[src/rtl/num_serializer_pkg.sv]
// Shared types and constants for the number serializer: FSM state encoding and frame line levels.
package num_ser_pkg;

  typedef enum logic [2:0] {
    IDLE   = 3'd0,
    START  = 3'd1,
    DATA   = 3'd2,
    PARITY = 3'd3,
    STOP   = 3'd4
  } ser_state_t;

  localparam int   DATA_BITS  = 4;
  localparam logic START_BIT  = 1'b0;
  localparam logic STOP_BIT   = 1'b1;
  localparam logic IDLE_LEVEL = 1'b1;

endpackage

[src/rtl/num_serializer_if.sv]
// Generator-side bus of the serializer: number/strobe in, serial line and status out.
interface num_serializer_if
  import num_ser_pkg::*;
#(
  parameter int DEPTH = 4
);
  localparam int CNT_W = $clog2(DEPTH + 1);

  logic [DATA_BITS-1:0] In;
  logic                 InStrobe;
  logic                 TxReady;
  logic                 TxData;
  logic                 TxActive;
  logic [CNT_W-1:0]     Count;
  logic                 Overflow;

  modport master (
    output In, InStrobe, TxReady,
    input  TxData, TxActive, Count, Overflow
  );

  modport slave (
    input  In, InStrobe, TxReady,
    output TxData, TxActive, Count, Overflow
  );

endinterface

[src/rtl/num_fifo.sv]
// Synchronous DEPTH x DATA_BITS FIFO; a push into a full FIFO is accepted only alongside a pop.
module num_fifo
  import num_ser_pkg::*;
#(
  parameter  int DEPTH = 4,
  localparam int AW    = $clog2(DEPTH),
  localparam int CW    = $clog2(DEPTH + 1)
) (
  input  logic                 Clock,
  input  logic                 Reset,
  input  logic                 push_i,
  input  logic                 pop_i,
  input  logic [DATA_BITS-1:0] data_i,
  output logic [DATA_BITS-1:0] data_o,
  output logic                 full_o,
  output logic                 empty_o,
  output logic [CW-1:0]        count_o
);

  logic [DATA_BITS-1:0] mem_q [DEPTH];
  logic [AW-1:0]        wr_ptr_q, rd_ptr_q;
  logic [CW-1:0]        count_q,  count_d;
  logic                 push_ok,  pop_ok;

  assign full_o  = (count_q == CW'(DEPTH));
  assign empty_o = (count_q == '0);
  assign count_o = count_q;
  assign data_o  = mem_q[rd_ptr_q];

  assign push_ok = push_i && (!full_o || pop_i);
  assign pop_ok  = pop_i && !empty_o;

  always_comb begin
    count_d = count_q;
    case ({push_ok, pop_ok})
      2'b10:   count_d = count_q + 1'b1;
      2'b01:   count_d = count_q - 1'b1;
      default: count_d = count_q;
    endcase
  end

  // NOTE: storage is deliberately not reset; emptiness is tracked by count/pointers, so stale data is never read.
  always_ff @(posedge Clock) begin
    if (push_ok) mem_q[wr_ptr_q] <= data_i;
  end

  always_ff @(posedge Clock) begin
    if (Reset) begin
      wr_ptr_q <= '0;
      rd_ptr_q <= '0;
      count_q  <= '0;
    end else begin
      if (push_ok) wr_ptr_q <= wr_ptr_q + 1'b1;
      if (pop_ok)  rd_ptr_q <= rd_ptr_q + 1'b1;
      count_q <= count_d;
    end
  end

endmodule

[src/rtl/num_serializer.sv]
// Buffers strobed 4-bit numbers and sends each as start/data(LSB first)/parity/stop on a serial line.
module num_serializer
  import num_ser_pkg::*;
#(
  parameter int DEPTH      = 4,
  parameter int BIT_CYCLES = 1,
  parameter bit PARITY_EN  = 1'b1
) (
  input  logic             Clock,
  input  logic             Reset,
  num_serializer_if.slave  bus
);

  localparam int HOLD_W = (BIT_CYCLES > 1) ? $clog2(BIT_CYCLES) : 1;
  localparam int BIT_W  = $clog2(DATA_BITS);
  localparam int CNT_W  = $clog2(DEPTH + 1);
  localparam logic [BIT_W-1:0]  LAST_BIT  = BIT_W'(DATA_BITS - 1);
  localparam logic [HOLD_W-1:0] LAST_HOLD = HOLD_W'(BIT_CYCLES - 1);

  ser_state_t           state_q,  state_d;
  logic [HOLD_W-1:0]    hold_q,   hold_d;
  logic [BIT_W-1:0]     bit_q,    bit_d;
  logic [DATA_BITS-1:0] shift_q,  shift_d;
  logic                 parity_q, parity_d;
  logic                 txdata_q, txdata_d;
  logic                 active_q, active_d;
  logic                 ovf_q,    ovf_d;

  logic                 pop;
  logic                 fifo_full, fifo_empty;
  logic [DATA_BITS-1:0] fifo_data;
  logic [CNT_W-1:0]     fifo_count;
  logic                 can_start, hold_done;

  num_fifo #(.DEPTH(DEPTH)) u_fifo (
    .Clock   (Clock),
    .Reset   (Reset),
    .push_i  (bus.InStrobe),
    .pop_i   (pop),
    .data_i  (bus.In),
    .data_o  (fifo_data),
    .full_o  (fifo_full),
    .empty_o (fifo_empty),
    .count_o (fifo_count)
  );

  assign can_start = !fifo_empty && bus.TxReady;
  assign hold_done = (hold_q == LAST_HOLD);

  // NOTE: every variable gets a default before the case so no path leaves one unassigned (no latches).
  always_comb begin
    state_d  = state_q;
    hold_d   = hold_q;
    bit_d    = bit_q;
    shift_d  = shift_q;
    parity_d = parity_q;
    pop      = 1'b0;

    if (state_q != IDLE) hold_d = hold_done ? '0 : hold_q + 1'b1;

    case (state_q)
      IDLE: begin
        if (can_start) begin
          pop      = 1'b1;
          shift_d  = fifo_data;
          parity_d = ^fifo_data;
          hold_d   = '0;
          state_d  = START;
        end
      end
      START: begin
        if (hold_done) begin
          bit_d   = '0;
          state_d = DATA;
        end
      end
      DATA: begin
        if (hold_done) begin
          shift_d = shift_q >> 1;
          if (bit_q == LAST_BIT) state_d = PARITY_EN ? PARITY : STOP;
          else                   bit_d   = bit_q + 1'b1;
        end
      end
      PARITY: begin
        if (hold_done) state_d = STOP;
      end
      STOP: begin
        // Back-to-back frames: the next start bit follows the stop bit with no idle gap.
        if (hold_done) begin
          if (can_start) begin
            pop      = 1'b1;
            shift_d  = fifo_data;
            parity_d = ^fifo_data;
            state_d  = START;
          end else begin
            state_d  = IDLE;
          end
        end
      end
      default: state_d = IDLE;
    endcase

    case (state_d)
      START:   txdata_d = START_BIT;
      DATA:    txdata_d = shift_d[0];
      PARITY:  txdata_d = parity_d;
      STOP:    txdata_d = STOP_BIT;
      default: txdata_d = IDLE_LEVEL;
    endcase
    active_d = (state_d != IDLE);
    ovf_d    = ovf_q | (bus.InStrobe && fifo_full && !pop);
  end

  // NOTE: sequential state uses non-blocking assignments so all registers update together at the edge.
  always_ff @(posedge Clock) begin
    if (Reset) begin
      state_q  <= IDLE;
      hold_q   <= '0;
      bit_q    <= '0;
      shift_q  <= '0;
      parity_q <= 1'b0;
      txdata_q <= IDLE_LEVEL;
      active_q <= 1'b0;
      ovf_q    <= 1'b0;
    end else begin
      state_q  <= state_d;
      hold_q   <= hold_d;
      bit_q    <= bit_d;
      shift_q  <= shift_d;
      parity_q <= parity_d;
      txdata_q <= txdata_d;
      active_q <= active_d;
      ovf_q    <= ovf_d;
    end
  end

  assign bus.TxData   = txdata_q;
  assign bus.TxActive = active_q;
  assign bus.Count    = fifo_count;
  assign bus.Overflow = ovf_q;

endmodule
[src/flat_wrapper.sv]
// flat-port wrapper written by rule: the top's interface ports become plain ports
module num_serializer_flat import num_ser_pkg::*;
#(
  parameter int DEPTH      = 4,
  parameter int BIT_CYCLES = 1,
  parameter bit PARITY_EN  = 1'b1
)
  (Clock, Reset, bus_In, bus_InStrobe, bus_TxReady, bus_TxData, bus_TxActive, bus_Count, bus_Overflow);
  num_serializer_if #(.DEPTH(DEPTH)) bus_i ();
  input  logic Clock;
  input  logic Reset;
  input wire logic [$bits(bus_i.In)-1:0] bus_In;
  input wire logic [$bits(bus_i.InStrobe)-1:0] bus_InStrobe;
  input wire logic [$bits(bus_i.TxReady)-1:0] bus_TxReady;
  output wire logic [$bits(bus_i.TxData)-1:0] bus_TxData;
  output wire logic [$bits(bus_i.TxActive)-1:0] bus_TxActive;
  output wire logic [$bits(bus_i.Count)-1:0] bus_Count;
  output wire logic [$bits(bus_i.Overflow)-1:0] bus_Overflow;
  assign bus_i.In = bus_In;
  assign bus_i.InStrobe = bus_InStrobe;
  assign bus_i.TxReady = bus_TxReady;
  assign bus_TxData = bus_i.TxData;
  assign bus_TxActive = bus_i.TxActive;
  assign bus_Count = bus_i.Count;
  assign bus_Overflow = bus_i.Overflow;
  num_serializer #(.DEPTH(DEPTH), .BIT_CYCLES(BIT_CYCLES), .PARITY_EN(PARITY_EN)) u_core (.Clock(Clock), .Reset(Reset), .bus(bus_i));
endmodule
[config.mk]
export PLATFORM = sky130hd
export DESIGN_NAME = num_serializer_flat
export DESIGN_NICKNAME = d
export VERILOG_FILES = /design/src/rtl/num_serializer_pkg.sv /design/src/rtl/num_serializer_if.sv /design/src/rtl/num_fifo.sv /design/src/rtl/num_serializer.sv /design/src/flat_wrapper.sv
export SDC_FILE = /design/constraint.sdc
export NUM_CORES = 1
export LEC_CHECK = 0
export ABC_AREA = 1
export CORE_UTILIZATION = 40
export CTS_BUF_LIST = sky130_fd_sc_hd__clkbuf_8
export DETAILED_ROUTE_END_ITERATION = 8
export DONT_BUFFER_PORTS = 1
export PLACE_DENSITY = 0.61
export SLEW_MARGIN = 15
export SYNTH_ARGS = -nofsm -noshare
export SYNTH_HDL_FRONTEND = slang
export SYNTH_HIERARCHICAL = 1
export SYNTH_SLANG_ARGS = --single-unit
[constraint.sdc]
create_clock -name Clock -period 3.25 [get_ports Clock]
set_clock_uncertainty 0.2 [all_clocks]
set_input_delay 0.325 -clock Clock [delete_from_list [all_inputs] [get_ports Clock]]
set_output_delay 0.325 -clock Clock [all_outputs]
set_load 0.1 [all_outputs]
==> flow_summary.json <==
{
  "placed_cell_area_sq_um": 2070,
  "synth_seq_cells": 39,
  "clk_pin_slew_ps": 70,
  "ant_nets": 0,
  "cp_num_buf_inv": 5,
  "met3_usage_pct": 3.89,
  "tightest_slew_ps": 974,
  "finalMaxSlewViolations": 0,
  "cts_tree": "done",
  "leakage_nw": 0.971,
  "ios": 14,
  "ff2ff_path_depth": 18,
  "antenna_found_initial": 0,
  "areaGrowthSynthToFinish_pct": 11.9,
  "die_x_microns": 72.3,
  "synthCells": 245,
  "synth_fa_ha_area_share_pct": 4.81,
  "post-route-drc-count": 0,
  "ys_types": 28,
  "finalSetupTns_ps": 0,
  "period_share_pct": 79.3,
  "hold_class": "primary input to flop",
  "synth_ff_type": "dfxtp_1",
  "multiInputGateArea_sq_um": 865,
  "yosysWarnings": 6,
  "async_flop_share_pct": 0,
  "drv_cap": 0,
  "num-fill-cells": 472,
  "gr-usage-met1_pct": 20.9,
  "rsz0062_at_grt": "no",
  "io_buffers": 0,
  "start_kind": "flop",
  "cts_buffer_depth": 2,
  "cts.sink_count": 39,
  "syn_area_sq_um": 1980,
  "outcome": "completed",
  "synth-simple-area-share_pct": 28.4,
  "cts_buffers": 5,
  "cp.required_ps": 3240,
  "final_area_sq_um": 2210,
  "slowest_delay_ps": 380,
  "fp-row-count": 25,
  "routed_via_density": 4.74,
  "drt-initial-drc-count": 140,
  "worstSetupEndpointType": "flop",
  "grt_pass1_wl_microns": 6210,
  "drt_pass1_iterations": 4,
  "crit_cells": 18,
  "synth_top_family_by_area": "simple AND/OR/NAND/NOR gates",
  "arrival_ps": 2560,
  "max-vdd-ir-drop_uv": 470,
  "synth_xor_area_share_pct": 0,
  "grt_use_met2_pct": 24.2,
  "power_density_nw_per_um2": 673,
  "cts_setup_buffers": 0,
  "setup_viol": 0,
  "start_util_pct": 41.8,
  "yosysSeqAreaShare_pct": 47.6,
  "grt_max_degree": 13,
  "nets": 273,
  "core-area_sq_um": 4720,
  "vias": 1545,
  "worstPathCellList": "nor2_2 > nand2_2 > inv_1 > inv_1 > nand2_1 > nor2_4 > inv_1 > nand3_2 > nand2_1 > ha_1 > inv_1 > fa_1 > inv_1 > nand2_1 > nand3_1 > nand2_1 > nand2_1 > nor2_1",
  "insertion_delay_ps": 290,
  "slowest_stage": "fa_1",
  "wl_microns": 3580,
  "synth_edf_count": 16,
  "path_class": "flop to flop",
  "synthMuxAreaShare_pct": 0,
  "seq_area_sq_um": 941,
  "grtUsageTotal_pct": 15.6,
  "relSlewSlack_pct": 35.0,
  "die_h_microns": 72.3,
  "die_area_sq_um": 5220,
  "post-route-min-period_ps": 2580,
  "first_global_vias": 1367,
  "top_usage_layer": "met2",
  "n_antenna_cell": 0,
  "synth.avg_cell_area_sq_um": 8.06,
  "cp_max_fo": 7,
  "gp_congestion": 0.763,
  "dp_hpwl_microns": 2630,
  "path_delay_family": "simple AND/OR/NAND/NOR gates",
  "clockRootBuffer": "clkbuf_8",
  "routedWlPerCell_microns": 11.0,
  "holdPathStages": 3,
  "whs_ps": 16.3,
  "final_hold_viol_count": 0,
  "overflow": 0,
  "final_util_pct": 46.8,
  "synth_compound_area_share_pct": 10.5,
  "drive_gt1_share_pct": 15.4,
  "syn-num-nets": 260,
  "timing.fmax_mhz": 388,
  "htree_levels": 2
}
==> flip-flops by register name, indices dropped and copies added (netlist names), named ones only <==
register and count:
u_core/shift_q 4, u_core/parity_q 1, u_core/u_fifo/count_o 3, u_core/bit_q 2, u_core/state_q 3, u_core/bus.Overflow 1
u_core/bus.TxData 1, u_core/u_fifo/wr_ptr_q 2, u_core/u_fifo/rd_ptr_q 2, u_core/hold_q 1, u_core/u_fifo/mem_q 16, u_core/bus.TxActive 1
==> synthesized netlist by cell type, types with 6 or more instances <==
| library cell | count | area share, % |
|---|---|---|
| nor2_2 | 6 | 1.9 |
| nand2_2 | 6 | 1.9 |
| inv_1 | 35 | 6.6 |
| nand2_1 | 46 | 8.7 |
| nor2_1 | 30 | 5.7 |
| edfxtp_1 | 16 | 24 |
| nand3_1 | 18 | 4.6 |
| a21oi_1 | 10 | 2.5 |
| dfxtp_1 | 23 | 23 |
| o21ai_0 | 15 | 3.8 |
| inv_2 | 6 | 1.1 |
| ha_1 | 6 | 3.8 |
==> cells in the final DEF, fill, tap and decap left out, types with 2 or more instances in the layout <==
master and count:
a21oi_1 10, a31oi_1 2, buf_4 3, clkbuf_8 5
dfxtp_1 23, dlygate4sd3_1 6, edfxtp_1 16, ha_1 6
inv_1 36, inv_2 6, nand2_1 46, nand2_2 6
nand2_4 2, nand3_1 18, nand3_2 3, nor2_1 30
nor2_2 6, nor2_4 2, nor3_1 4, o21ai_0 15
o21bai_2 2, o22ai_1 4
==> final timing paths <==
check,startpoint,to,slack [ps]
hold reg to reg,u_core/bit_q[1]$_SDFFE_PP0P_,u_core/bit_q[1]$_SDFFE_PP0P_,270
setup reg to reg,u_core/u_fifo/count_o[1]$_SDFFE_PP0P_,u_core/u_fifo/count_o[2]$_SDFFE_PP0P_,670
hold / removal,bus_InStrobe,u_core/u_fifo/wr_ptr_q[1]$_SDFFE_PP0P_,20
setup / recovery,u_core/u_fifo/count_o[1]$_SDFFE_PP0P_,u_core/u_fifo/count_o[2]$_SDFFE_PP0P_,670
==> stage by stage <==
step / power [mW] / setup slack (ps) / instances
2_1_floorplan: 1.09 / 128 / 245
4_1_cts: 1.50 / 656 / 326
3_5_place_dp: 1.18 / 675 / 312
3_3_place_gp: 1.18 / 726 / 312
6_report: 1.49 / 673 / 326
5_1_grt: 1.60 / 435 / 326
==> routing by layer <==
metal	wire length, microns	vias up
li1	-	817
met2	1600	29
met3	192	6
met4	62	0
met5	0	-
met1	1720	693
==> report_power, final <==
group | internal [mW] | leakage (nW) | switching [mW]
logic | 0.152 | 0.591 | 0.346
registers | 0.574 | 0.335 | 0.103
clock network | 0.147 | 0.0453 | 0.166
total | 0.873 | 0.971 | 0.615
==> kinds of logic after synthesis <==
group	Yosys count
DFF	39
adders and majority gates	7
buffers and inverters	44
AOI/OAI and AO/OA	36
and+or+nand+nor	119
==> area by class of cell <==
| class | count | area share (%) |
|---|---|---|
| clock inverters | 3 | 0.736 |
| repair buffers | 9 | 3.74 |
| multi-input cells | 162 | 39.1 |
| well taps | 67 | 3.79 |
| clock buffers | 5 | 3.11 |
| inverters | 41 | 6.96 |
| flip-flops and latches | 39 | 42.6 |
==> timing repair <==
action                    CTS  global route
hold endpoints to repair   29             0
resized for setup           0             0
hold buffers                6             0
==> worst reg2reg max path, delay by kind of cell (launching register included) <==
kind	cells	cell delay (ps)
simple gates	11	1060
flops	1	320
buf+inv	5	330
fa+ha+maj	2	570
Note: power is estimated with default switching activity, not from simulation.
